===== src/rtl/vga_pixel_driver.sv =====
// -----------------------------------------------------------------------------
// vga_pixel_driver
//
// Raster timing generator and pixel output stage for the 640x480@60 VGA path.
// Owns the horizontal/vertical counters that every drawing object reads as
// pixelX/pixelY. Takes back the RGB332 pixel chosen by the objects mux and
// drives the DAC pins. Sync and blanking are aligned with that pixel through a
// matched delay line.
//
// Ports:
//   clk          in   25 MHz pixel clock
//   resetN       in   asynchronous, active-low reset
//   RGBIn[7:0]   in   RRRGGGBB pixel from the objects mux, PIPE_LAT clocks
//                     after the matching pixelX/pixelY
//   pixelX[10:0] out  horizontal count (hCnt); >= H_ACTIVE is blanking
//   pixelY[10:0] out  vertical count (vCnt);   >= V_ACTIVE is blanking
//   startOfFrame out  high while hCnt==0 && vCnt==0 (one clock per frame)
//   red/green/blue[3:0] out  expanded colour to the DAC, zero in blanking
//   hSync, vSync out  active-low syncs
//   blankN       out  high while the output pixel is visible
//
// Latency: counters at (x,y) on cycle t reach the pins on cycle t+PIPE_LAT+1,
// registered together with the RGBIn sampled on cycle t+PIPE_LAT.
//
// Build option: define VGA_TEST_PATTERN_EN to ignore RGBIn and output eight
// 64-pixel colour bars generated from hCnt[8:6]. The bar pixel rides the same
// delay line as sync/blank so its latency is identical.
// -----------------------------------------------------------------------------
module vga_pixel_driver #(
  parameter int H_ACTIVE = 640,
  parameter int H_FP     = 16,
  parameter int H_SYNC   = 96,
  parameter int H_BP     = 48,
  parameter int V_ACTIVE = 480,
  parameter int V_FP     = 10,
  parameter int V_SYNC   = 2,
  parameter int V_BP     = 33,
  parameter int PIPE_LAT = 1
) (
  input  logic        clk,
  input  logic        resetN,
  input  logic [7:0]  RGBIn,
  output logic [10:0] pixelX,
  output logic [10:0] pixelY,
  output logic        startOfFrame,
  output logic [3:0]  red,
  output logic [3:0]  green,
  output logic [3:0]  blue,
  output logic        hSync,
  output logic        vSync,
  output logic        blankN
);

  localparam int H_TOTAL = H_ACTIVE + H_FP + H_SYNC + H_BP;
  localparam int V_TOTAL = V_ACTIVE + V_FP + V_SYNC + V_BP;

  localparam logic [10:0] H_LAST = 11'(H_TOTAL - 1);
  localparam logic [10:0] V_LAST = 11'(V_TOTAL - 1);
  localparam logic [10:0] H_VIS  = 11'(H_ACTIVE);
  localparam logic [10:0] V_VIS  = 11'(V_ACTIVE);
  localparam logic [10:0] HS_BEG = 11'(H_ACTIVE + H_FP);
  localparam logic [10:0] HS_END = 11'(H_ACTIVE + H_FP + H_SYNC);
  localparam logic [10:0] VS_BEG = 11'(V_ACTIVE + V_FP);
  localparam logic [10:0] VS_END = 11'(V_ACTIVE + V_FP + V_SYNC);

  // Delay-line slot layout: [2]=active, [1]=hs, [0]=vs, and in the
  // test-pattern build the bar pixel sits above them in [10:3].
`ifdef VGA_TEST_PATTERN_EN
  localparam int PW = 11;
`else
  localparam int PW = 3;
`endif
  // Idle slot: not visible, both syncs deasserted (high), pixel zero.
  localparam logic [PW-1:0] SLOT_IDLE = PW'(3'b011);

  // ---------------------------------------------------------------------------
  // Raster counters
  // ---------------------------------------------------------------------------
  logic [10:0] r_h_cnt;
  logic [10:0] r_v_cnt;

  always_ff @(posedge clk or negedge resetN) begin
    if (!resetN) begin
      r_h_cnt <= '0;
      r_v_cnt <= '0;
    end else if (r_h_cnt == H_LAST) begin
      r_h_cnt <= '0;
      r_v_cnt <= (r_v_cnt == V_LAST) ? 11'd0 : r_v_cnt + 11'd1;
    end else begin
      r_h_cnt <= r_h_cnt + 11'd1;
    end
  end

  assign pixelX       = r_h_cnt;
  assign pixelY       = r_v_cnt;
  assign startOfFrame = (r_h_cnt == 11'd0) && (r_v_cnt == 11'd0);

  // ---------------------------------------------------------------------------
  // Stage 0: decode the counters
  // ---------------------------------------------------------------------------
  logic          w_active;
  logic          w_hs;
  logic          w_vs;
  logic [PW-1:0] w_stage0;

  assign w_active = (r_h_cnt < H_VIS) && (r_v_cnt < V_VIS);
  assign w_hs     = !((r_h_cnt >= HS_BEG) && (r_h_cnt < HS_END));
  assign w_vs     = !((r_v_cnt >= VS_BEG) && (r_v_cnt < VS_END));

`ifdef VGA_TEST_PATTERN_EN
  // Bar index repeats every 512 pixels; each bit of k is replicated into
  // one colour field so bar k=7 is full white and k=0 is black.
  logic [2:0] w_bar_k;
  logic [7:0] w_bar_pix;
  assign w_bar_k   = r_h_cnt[8:6];
  assign w_bar_pix = {{3{w_bar_k[2]}}, {3{w_bar_k[1]}}, {2{w_bar_k[0]}}};
  assign w_stage0  = {w_bar_pix, w_active, w_hs, w_vs};
`else
  assign w_stage0  = {w_active, w_hs, w_vs};
`endif

  // ---------------------------------------------------------------------------
  // Matched delay line: PIPE_LAT stages so the decode lines up with the
  // pixel the objects mux returns for the same coordinates.
  // ---------------------------------------------------------------------------
  logic [PW-1:0] w_dly;

  generate
    if (PIPE_LAT == 0) begin : g_no_dly
      assign w_dly = w_stage0;
    end else begin : g_dly
      logic [PW-1:0] r_pipe [PIPE_LAT];

      always_ff @(posedge clk or negedge resetN) begin
        if (!resetN) begin
          for (int i = 0; i < PIPE_LAT; i++) begin
            r_pipe[i] <= SLOT_IDLE;
          end
        end else begin
          r_pipe[0] <= w_stage0;
          for (int i = 1; i < PIPE_LAT; i++) begin
            r_pipe[i] <= r_pipe[i-1];
          end
        end
      end

      assign w_dly = r_pipe[PIPE_LAT-1];
    end
  endgenerate

  // ---------------------------------------------------------------------------
  // Pixel source for the output register
  // ---------------------------------------------------------------------------
  logic [7:0] w_pix_out;

`ifdef VGA_TEST_PATTERN_EN
  logic w_unused_rgb;
  assign w_unused_rgb = ^RGBIn;
  assign w_pix_out    = w_dly[PW-1:3];
`else
  assign w_pix_out    = RGBIn;
`endif

  // ---------------------------------------------------------------------------
  // Output register: sync, blank and expanded colour change on the same edge.
  // The top bit of each 3-bit field is replicated into the LSB so full scale
  // reaches 0xF; blue's two bits are simply doubled.
  // ---------------------------------------------------------------------------
  logic [3:0] r_red;
  logic [3:0] r_green;
  logic [3:0] r_blue;
  logic       r_hs;
  logic       r_vs;
  logic       r_blank_n;

  always_ff @(posedge clk or negedge resetN) begin
    if (!resetN) begin
      r_red     <= '0;
      r_green   <= '0;
      r_blue    <= '0;
      r_hs      <= 1'b1;
      r_vs      <= 1'b1;
      r_blank_n <= 1'b0;
    end else begin
      r_hs      <= w_dly[1];
      r_vs      <= w_dly[0];
      r_blank_n <= w_dly[2];
      if (w_dly[2]) begin
        r_red   <= {w_pix_out[7:5], w_pix_out[7]};
        r_green <= {w_pix_out[4:2], w_pix_out[4]};
        r_blue  <= {w_pix_out[1:0], w_pix_out[1:0]};
      end else begin
        r_red   <= '0;
        r_green <= '0;
        r_blue  <= '0;
      end
    end
  end

  assign red    = r_red;
  assign green  = r_green;
  assign blue   = r_blue;
  assign hSync  = r_hs;
  assign vSync  = r_vs;
  assign blankN = r_blank_n;

endmodule

===== config.mk =====
export PLATFORM = sky130hd
export DESIGN_NAME = vga_pixel_driver
export DESIGN_NICKNAME = d
export VERILOG_FILES = /design/src/rtl/vga_pixel_driver.sv
export SDC_FILE = /design/constraint.sdc
export NUM_CORES = 1
export LEC_CHECK = 0
export CORE_ASPECT_RATIO = 0.8
export CORE_MARGIN = 2
export CORE_UTILIZATION = 30
export CTS_CLUSTER_SIZE = 25
export DETAILED_ROUTE_END_ITERATION = 8
export SYNTH_ARGS = -nofsm -noshare
export SYNTH_HDL_FRONTEND = slang
export SYNTH_SLANG_ARGS = --single-unit

===== constraint.sdc =====
create_clock -name clk -period 1.7 [get_ports clk]
set_input_delay 0.255 -clock clk [delete_from_list [all_inputs] [get_ports clk]]
set_output_delay 0.255 -clock clk [all_outputs]
set_load 0.01 [all_outputs]

==> metrics.json, run 1 <==
{
  "placed_design": {
    "portBuffers": 47,
    "place_congestion": 0.833,
    "post_dp_cell_area_um2": 2420,
    "dp.final_hpwl_um": 3110
  },
  "worst_setup_path": {
    "crit_path_top_delay_cell": "sky130_fd_sc_hd__or4_4",
    "cpLargestDelayFamily": "simple AND/OR/NAND/NOR gates",
    "worstPathBufferInverterCount": 0,
    "worst_setup_path_start_kind": "flip-flop",
    "critical_path_arrival_ns": 2.00,
    "critPathMaxFanout": 4,
    "crit_path_frequent_cell": "sky130_fd_sc_hd__or4_4",
    "crit_path_cell_trace": "or4_4 -> or4_4 -> nor2_2 -> xor2_1",
    "worstSetupEndpointType": "flip-flop",
    "crit_required_ns": 1.92,
    "setup.worst_path.class": "flip-flop to flip-flop",
    "worst_path_largest_cell_delay_ns": 0.54
  },
  "clock_network": {
    "clockRootBuffer": "sky130_fd_sc_hd__clkbuf_8",
    "clk-insertion-delay-late_ns": 0.29,
    "cts_htree_levels": 2,
    "cts_buffers": 5,
    "tritoncts": "done",
    "clkTransAtPathRegs_ns": 0.08,
    "cts.path.max_buffers": 2,
    "post_cts_hold_buffer_count": 0,
    "clock_sinks": 36
  },
  "outcome": {
    "failed_checks": "setup timing",
    "run_status": "complete, but fails checks"
  },
  "global_routing": {
    "first_global_vias": 1331,
    "global_route_wire_length_before_repair_um": 6730,
    "initial_antenna_violation_count": 0,
    "grt_max_degree": 27,
    "grtUsageTotal_pct": 14.3,
    "global_route_congestion_overflow_total": 0
  },
  "synth": {
    "synthDistinctLibCells": 35,
    "flip_flop_cell_with_the_highest_count_after_synthesis": "sky130_fd_sc_hd__dfrtp_1",
    "number_of_enable_type_register_cells_in_the_synthesized_netlist": 0,
    "synth_warnings": 0,
    "postSynth.asyncResetShare_pct": 100,
    "synthXorXnorAreaFrac_pct": 6.42,
    "synth.net_count": 163,
    "synth.cell_area_um2": 1640,
    "synthSimpleGateAreaFrac_pct": 25.6,
    "combinational_family_with_the_most_area_after_synthesis": "simple AND/OR/NAND/NOR gates",
    "yosysSeqAreaShare_pct": 55.3,
    "synth.avg_cell_area_um2": 11.0,
    "synth-seq-cells": 36,
    "postSynthCellCount": 149,
    "synthAdderAreaFrac_pct": 3.06,
    "post_synth_mux_area_share_pct": 1.91,
    "synth_compound_gate_area_share_pct": 3.06
  },
  "floorplan": {
    "start_util_pct": 30.6,
    "core_um2": 5350,
    "io-pin-count": 48,
    "chip_width_um": 86.6,
    "die_h_um": 70.1,
    "num_rows": 24,
    "die-area_um2": 6070
  },
  "detailed_routing": {
    "drtAntennaViolNets": 0,
    "route.detailed.wl_per_inst_um": 13.8,
    "drt-pass1-iter-count": 4,
    "drc": 0,
    "drt_iter0_drc": 68,
    "totalWireLength_um": 4130,
    "route.detailed.vias_per_inst": 4.79,
    "via_count": 1438
  },
  "power": {
    "netSwitchingPower_uw": 365,
    "power_switching_share_pct": 23.3,
    "p_per_area_nw_per_um2": 608,
    "sequential_cell_fraction_of_total_power_pct": 55.5,
    "totalPowerFinal_mw": 1.57,
    "cellInternalPower_mw": 1.20,
    "power_frac_comb_pct": 5.3,
    "p_leak_nw": 1.22,
    "power.clock.fraction_pct": 39.2,
    "irDropWorstVdd_mv": 0.351
  },
  "finish": {
    "antenna_cells": 0,
    "fin_util_pct": 48.2,
    "ratio_of_cells_with_drive_above_1_in_the_final_layout_pct": 28.1,
    "layout.cells.most_common": "sky130_fd_sc_hd__clkdlybuf4s50_1",
    "area_growth_pct": 57.3,
    "fin_nets": 248,
    "final_area_um2": 2580,
    "layout.cells.most_common_list": "sky130_fd_sc_hd__clkdlybuf4s50_1, sky130_fd_sc_hd__buf_4, sky130_fd_sc_hd__dfrtp_1, sky130_fd_sc_hd__nand3_1, sky130_fd_sc_hd__nand4_1"
  },
  "hold_path": {
    "class_of_the_tightest_hold_or_removal_check": "input pin to asynchronous set/reset pin"
  },
  "sta": {
    "slew_violations": 0,
    "final-setup-viol-count": 5,
    "finalHoldViolations": 0,
    "tns_ns": -0.157,
    "fin_worst_skew_ns": 0.00993,
    "tightestPinTransition_ns": 0.352,
    "layout_setup_ws_ns": -0.0810,
    "slew_margin_rel_pct": 76.5,
    "final_period_minus_worst_setup_slack_ns": 1.78,
    "fin_crit_sh_pct": 105,
    "unrepaired_setup_endpoints_after_global_routing": "yes",
    "achievable-frequency_mhz": 561
  },
  "run": {
    "maxCapViolCount": 0
  }
}
registers in the layout, summed over array words and instances, names as in the netlist:
name,flops
blankN,1
blue,2
g_dly.r_pipe,3
green,3
hSync,1
pixelX,11
pixelY,11
red,3
vSync,1
area by class of cell:
class                           count  area [µm²]
Tap cell                           65        81.3
Clock buffer                        5        68.8
Sequential cell                    36         907
Clock inverter                      3        18.8
Fill cell                         522        2770
Inverter                            7        26.3
Timing Repair Buffer               85         758
Multi-Input combinational cell     99         716
logic make-up (layout without fill, tap and decap cells):
family          count (synthesis)  after routing
compound gates                  9              9
xor+xnor                       12             12
fa+ha+maj                       4              4
buf+inv                        14            100
flops                          36             36
mux                             3              3
simple gates                   71             71
worst reg2reg max path: stages, from the launching register on:
cell                      delay (ns)
sky130_fd_sc_hd__dfrtp_1        0.44
sky130_fd_sc_hd__or4_4          0.54
sky130_fd_sc_hd__or4_4          0.47
sky130_fd_sc_hd__nor2_2         0.11
sky130_fd_sc_hd__xor2_1         0.15
power by group through the flow:
stage               logic, mW  clock network, mW  registers [mW]
floorplan              0.0159                  0           0.891
global placement       0.0845                  0           0.885
detailed placement     0.0856                  0           0.886
CTS                    0.0860              0.634           0.869
global route           0.0915              0.680           0.870
finish                 0.0833              0.614           0.869
per-layer routing:
metal | part of all wire (%) | vias to the layer above | global-route usage, %
met5 | 0 | - | 0
met4 | 0.48 | 0 | 3.82
met3 | 5.7 | 2 | 4.26
met2 | 44 | 44 | 19.9
met1 | 50 | 704 | 21.4
li1 | - | 688 | -
cells in the mapped netlist, types with 5 or more instances:
cell type	instances	area [µm²]
sky130_fd_sc_hd__and3_1	5	31.3
sky130_fd_sc_hd__xnor2_1	5	43.8
sky130_fd_sc_hd__and2_1	9	56.3
sky130_fd_sc_hd__nand3_1	12	60.1
sky130_fd_sc_hd__nand4_1	10	62.6
sky130_fd_sc_hd__nor2_1	8	30.0
sky130_fd_sc_hd__inv_1	7	26.3
sky130_fd_sc_hd__xor2_1	7	61.3
sky130_fd_sc_hd__nand2_1	5	18.8
sky130_fd_sc_hd__o21ai_0	6	30.0
sky130_fd_sc_hd__dfrtp_1	32	801
stage by stage:
step	std cells	setup WS (ns)	hold WS [ns]
2_1_floorplan	149	-0.109	-0.0406
3_3_place_gp	291	-0.183	0.346
3_5_place_dp	291	-0.256	0.348
4_1_cts	299	-0.128	0.285
5_1_grt	300	-0.119	0.310
6_report	300	-0.0810	0.280
final timing paths:
| check | from | endpoint | slack (ns) | cells past startpoint |
|---|---|---|---|---|
| setup / recovery | pixelX[7] | pixelY[10] | -0.08 | 4 |
| hold / removal | resetN | blue[2] | 0.28 | 2 |
| setup reg to reg | pixelX[7] | pixelY[10] | -0.08 | 4 |
| hold reg to reg | g_dly.r_pipe[1] | hSync | 0.36 | 0 |
| max in group asynchronous | resetN | g_dly.r_pipe[1] | 1.02 | 2 |
| min in group clk | g_dly.r_pipe[1] | hSync | 0.36 | 0 |
what timing repair did:
item	CTS	global route
setup buffers	0	1
setup endpoints to repair	12	15
pin swaps	0	3
resized for setup	6	11
(Power assumes the default switching activity.)
==> run 2, diff against run 1 <==
CELL_PAD_IN_SITES_DETAIL_PLACEMENT = 0   (was not set)
CELL_PAD_IN_SITES_GLOBAL_PLACEMENT = 2   (was not set)
CORE_UTILIZATION = 26   (was 30)
CTS_CLUSTER_SIZE = 10   (was 25)
PLACE_DENSITY_LB_ADDON = 0.1   (was not set)
==> metrics.json, run 2 (synthesis results as in run 1) <==
{
  "global_routing": {
    "global_route_wire_length_before_repair_um": 7120,
    "initial_antenna_violation_count": 0,
    "grtUsageTotal_pct": 13.4,
    "grt_max_degree": 37,
    "first_global_vias": 1407,
    "global_route_congestion_overflow_total": 0
  },
  "placed_design": {
    "pre_cts_slack_ns": -0.216,
    "portBuffers": 47,
    "dp.final_hpwl_um": 3300,
    "placedCellCount": 307,
    "place_congestion": 0.759,
    "post_dp_cell_area_um2": 2450
  },
  "hold_path": {
    "class_of_the_tightest_hold_or_removal_check": "input pin to asynchronous set/reset pin"
  },
  "floorplan": {
    "core_um2": 6010,
    "num_rows": 25,
    "die_h_um": 75.0,
    "start_util_pct": 27.3,
    "chip_width_um": 92.7,
    "die-area_um2": 6950,
    "io-pin-count": 48
  },
  "sta": {
    "fin_worst_skew_ns": 0.00771,
    "finalHoldViolations": 0,
    "layout_setup_ws_ns": -0.151,
    "tightestPinTransition_ns": 0.305,
    "slew_margin_rel_pct": 79.5,
    "slew_violations": 0,
    "unrepaired_setup_endpoints_after_global_routing": "yes",
    "final-setup-viol-count": 6,
    "fin_crit_sh_pct": 109,
    "final_period_minus_worst_setup_slack_ns": 1.85,
    "achievable-frequency_mhz": 540
  },
  "finish": {
    "fin_nets": 249,
    "area_growth_pct": 62.7,
    "final_cell_count_no_fill": 317,
    "layout.cells.most_common_list": "sky130_fd_sc_hd__clkdlybuf4s50_1, sky130_fd_sc_hd__buf_4, sky130_fd_sc_hd__dfrtp_1, sky130_fd_sc_hd__nand4_1",
    "ratio_of_cells_with_drive_above_1_in_the_final_layout_pct": 29.7,
    "final_area_um2": 2670,
    "antenna_cells": 0,
    "layout.cells.most_common": "sky130_fd_sc_hd__clkdlybuf4s50_1"
  },
  "detailed_routing": {
    "via_count": 1416,
    "drtAntennaViolNets": 0,
    "drc": 0,
    "drt_iter0_drc": 79,
    "route.detailed.vias_per_inst": 4.47,
    "drt-pass1-iter-count": 4,
    "totalWireLength_um": 4350,
    "route.detailed.wl_per_inst_um": 13.7
  },
  "power": {
    "irDropWorstVdd_mv": 0.236,
    "p_per_area_nw_per_um2": 643,
    "p_leak_nw": 1.29
  },
  "clock_network": {
    "clock_sinks": 36,
    "clk-insertion-delay-late_ns": 0.29,
    "cts.path.max_buffers": 2,
    "clkTransAtPathRegs_ns": 0.08,
    "cts_htree_levels": 2,
    "post_cts_hold_buffer_count": 0,
    "cts_buffers": 5,
    "tritoncts": "done",
    "clockRootBuffer": "sky130_fd_sc_hd__clkbuf_8"
  },
  "worst_setup_path": {
    "timing.rr.start": "pixelX[10]",
    "r2r.worst_path.cells": 5,
    "rr_endpoint": "pixelY[8]",
    "reg2reg_slack_ns": -0.15,
    "worst_setup_path_start_kind": "flip-flop",
    "worstSetupEndpointType": "flip-flop",
    "critical_path_arrival_ns": 2.07,
    "crit_required_ns": 1.92,
    "critPathMaxFanout": 3,
    "setup.worst_path.class": "flip-flop to flip-flop"
  },
  "run": {
    "maxCapViolCount": 0
  },
  "outcome": {
    "failed_checks": "setup timing",
    "run_status": "complete, but fails checks"
  }
}
[run 2: cell count changes in the layout (fill, tap and decap cells not counted), sizes merged]
cell / delta
clkdlybuf4s50: -3
clkinvlp: +1
buf: +1
clkinv: -2
bufinv: +1
dlymetal6s2s: +3
[run 2: worst max path at each step]
stage	start	end	slack [ns]	cells after the start
floorplan	pixelX[5]	pixelY[8]	-0.11	4
global placement	pixelX[5]	startOfFrame	-0.19	5
detailed placement	pixelX[7]	pixelY[10]	-0.22	5
CTS	pixelX[10]	pixelY[8]	-0.15	5
global route	pixelX[10]	pixelY[8]	-0.22	5
finish	pixelX[10]	pixelY[8]	-0.15	5
[run 2: area by class of cell]
cell class | count | area, µm²
fillers | 601 | 3340
flip-flops and latches | 36 | 907
repair buffers | 86 | 790
multi-input cells | 99 | 729
well taps | 81 | 101
clock buffers | 5 | 68.8
clock inverters | 3 | 42.5
inverters | 7 | 26.3
[run 2: worst max-delay path, cell delays in order (launching register included)]
cell                      delay, ns
sky130_fd_sc_hd__dfrtp_1       0.40
sky130_fd_sc_hd__buf_6         0.12
sky130_fd_sc_hd__or4_4         0.51
sky130_fd_sc_hd__or4_4         0.48
sky130_fd_sc_hd__nor2_4        0.13
sky130_fd_sc_hd__xor2_1        0.13
[run 2: metal layers]
layer | global-route usage, % | up-vias | share of wire [%]
met5 | 0 | - | 0
met4 | 3.92 | 0 | 0.18
met3 | 4.00 | 3 | 5.1
met2 | 20.7 | 31 | 45
met1 | 18.6 | 689 | 49
li1 | - | 693 | -
[run 2: through the flow]
stage	power (mW)	TNS [ns]	util (%)	hold WS [ns]
finish	1.71	-0.624	44.4	0.344
detailed placement	0.974	-1.05	40.8	0.350
global placement	0.972	-0.910	40.8	0.347
CTS	1.74	-0.478	43.4	0.350
floorplan	0.907	-0.469	-	-0.0406
global route	1.78	-1.17	44.4	0.354
[run 2: power breakdown]
| group | switching [mW] | internal (mW) | leakage, nW |
|---|---|---|---|
| Clock | 0.325 | 0.434 | 0.0541 |
| Sequential | 0.00341 | 0.866 | 0.445 |
| Combinational | 0.0341 | 0.0514 | 0.788 |
| Total | 0.363 | 1.35 | 1.29 |
[run 2: timing repair]
action	in CTS	in global routing
pin swaps	7	1
resized for setup	12	13
setup buffers	1	1
endpoints found under the setup margin	7	18
hold endpoints to repair	0	0
==> run 3, diff against run 2 <==
CORE_MARGIN = 5   (was 2)
==> metrics.json, run 3 (synthesis results as in run 1) <==
{
  "floorplan": {
    "num_rows": 25,
    "start_util_pct": 27.3,
    "die_h_um": 81.0,
    "core_um2": 6010,
    "chip_width_um": 98.7,
    "io-pin-count": 48,
    "die-area_um2": 8000
  },
  "global_routing": {
    "first_global_vias": 1446,
    "grtUsageTotal_pct": 11.9,
    "global_route_congestion_overflow_total": 0,
    "grt_max_degree": 21,
    "global_route_wire_length_before_repair_um": 7440,
    "initial_antenna_violation_count": 0
  },
  "finish": {
    "final_area_um2": 2650,
    "antenna_cells": 0,
    "final_cell_count_no_fill": 316,
    "layout.cells.most_common_list": "sky130_fd_sc_hd__clkdlybuf4s50_1, sky130_fd_sc_hd__buf_4, sky130_fd_sc_hd__dfrtp_1, sky130_fd_sc_hd__nand3_1, sky130_fd_sc_hd__nand4_1",
    "multi_input_comb_area_um2": 757,
    "regArea_um2": 907,
    "fillers": 575,
    "fin_nets": 248,
    "ratio_of_cells_with_drive_above_1_in_the_final_layout_pct": 29.4,
    "layout.cells.most_common": "sky130_fd_sc_hd__clkdlybuf4s50_1",
    "area_growth_pct": 61.8
  },
  "hold_path": {
    "class_of_the_tightest_hold_or_removal_check": "flip-flop to flip-flop"
  },
  "detailed_routing": {
    "totalWireLength_um": 4400,
    "route.detailed.vias_per_inst": 4.48,
    "via_count": 1415,
    "drtAntennaViolNets": 0,
    "drt-pass1-iter-count": 6,
    "drt_iter0_drc": 54,
    "drc": 0,
    "route.detailed.wl_per_inst_um": 13.9
  },
  "placed_design": {
    "dp.final_hpwl_um": 3370,
    "portBuffers": 47,
    "post_dp_cell_area_um2": 2420,
    "pre_cts_slack_ns": -0.243,
    "place_congestion": 0.830,
    "placedCellCount": 304
  },
  "clock_network": {
    "cts_htree_levels": 2,
    "clkTransAtPathRegs_ns": 0.07,
    "cts.path.max_buffers": 2,
    "clockRootBuffer": "sky130_fd_sc_hd__clkbuf_8",
    "clk-insertion-delay-late_ns": 0.28,
    "tritoncts": "done",
    "clock_sinks": 36,
    "cts_buffers": 5
  },
  "outcome": {
    "failed_checks": "setup timing",
    "run_status": "complete, but fails checks"
  },
  "sta": {
    "final-setup-viol-count": 6,
    "slew_violations": 0,
    "fin_worst_skew_ns": 0.00524,
    "fin_crit_sh_pct": 105,
    "finalHoldViolations": 0,
    "final_period_minus_worst_setup_slack_ns": 1.78,
    "tns_ns": -0.256,
    "unrepaired_setup_endpoints_after_global_routing": "yes",
    "tightestPinTransition_ns": 0.464,
    "slew_margin_rel_pct": 69.1,
    "layout_setup_ws_ns": -0.0793,
    "achievable-frequency_mhz": 562
  },
  "worst_setup_path": {
    "critPathMaxFanout": 3,
    "setup.worst_path.class": "flip-flop to flip-flop",
    "critical_path_arrival_ns": 1.99,
    "worst_setup_path_start_kind": "flip-flop",
    "worstSetupEndpointType": "flip-flop",
    "crit_required_ns": 1.91
  },
  "power": {
    "cellInternalPower_mw": 1.25,
    "p_per_area_nw_per_um2": 597,
    "p_leak_nw": 1.23,
    "netSwitchingPower_uw": 333,
    "power.clock.fraction_pct": 39.5,
    "power_switching_share_pct": 21.1,
    "irDropWorstVdd_mv": 0.227,
    "sequential_cell_fraction_of_total_power_pct": 55.0,
    "power_frac_comb_pct": 5.5
  },
  "run": {
    "maxCapViolCount": 0
  }
}
[run 3: cell types whose count changed in the layout (fill, tap and decap cells not counted), moves of 2 or more]
| cell | change |
|---|---|
| sky130_fd_sc_hd__nand3_2 | -3 |
| sky130_fd_sc_hd__dlymetal6s2s_1 | -3 |
| sky130_fd_sc_hd__clkbuf_1 | +2 |
| sky130_fd_sc_hd__nand3_1 | +2 |
| sky130_fd_sc_hd__clkdlybuf4s50_1 | +2 |
| sky130_fd_sc_hd__ha_1 | -2 |
[run 3: timing repair]
item                                    CTS  global route
pin swaps                                 7             6
endpoints found under the hold margin    14             0
resized for setup                         7            18
hold buffers                              1             0
endpoints found under the setup margin    6            16
buffers inserted                          0             3
[run 3: area by class of cell]
cell class	instances	share of cell area [%]
Sequential cell	36	34.2
Timing Repair Buffer	85	29.0
Multi-Input combinational cell	99	28.6
Tap cell	81	3.82
Clock buffer	8	3.40
Inverter	7	0.992
[run 3: per-layer routing]
layer | global-route usage [%] | share of wire, % | routed length (µm) | up-vias
met5 | 0 | 0 | 0 | -
met4 | 3.27 | 0.41 | 18 | 0
met1 | 16.3 | 49 | 2140 | 694
met3 | 3.52 | 4.7 | 205 | 2
li1 | - | - | - | 688
met2 | 18.2 | 46 | 2030 | 31
[run 3: worst paths after layout]
| path | from | to | slack (ns) | depth (start not counted) |
|---|---|---|---|---|
| min in group asynchronous | resetN | pixelY[8] | 0.44 | 2 |
| min | g_dly.r_pipe[0] | vSync | 0.36 | 0 |
| min reg2reg | g_dly.r_pipe[0] | vSync | 0.36 | 0 |
| max reg2reg | pixelX[10] | pixelY[8] | -0.08 | 4 |
| max | pixelX[10] | pixelY[8] | -0.08 | 4 |
| max in group asynchronous | resetN | g_dly.r_pipe[0] | 0.70 | 3 |
[run 3: power by group through the flow]
stage / Combinational [mW] / Sequential [mW] / Clock [mW]
floorplan: 0.0159 / 0.891 / 0
global placement: 0.0869 / 0.885 / 0
detailed placement: 0.0876 / 0.886 / 0
CTS: 0.0896 / 0.870 / 0.650
global route: 0.0958 / 0.870 / 0.696
finish: 0.0863 / 0.870 / 0.625
[run 3: worst max-delay path, cell delays in order (launching register included)]
cell                      delay (ns)
sky130_fd_sc_hd__dfrtp_1        0.40
sky130_fd_sc_hd__or4_4          0.55
sky130_fd_sc_hd__or4_4          0.50
sky130_fd_sc_hd__nor2_4         0.13
sky130_fd_sc_hd__xor2_1         0.13
[run 3: metrics by stage]
stage	util, %	total power, mW	hold WS, ns
after floorplan	-	0.907	-0.0406
after global placement	40.4	0.972	0.223
after detailed placement	40.4	0.974	0.229
after CTS	42.3	1.61	0.358
after global routing	44.1	1.66	0.359
final	44.1	1.58	0.357
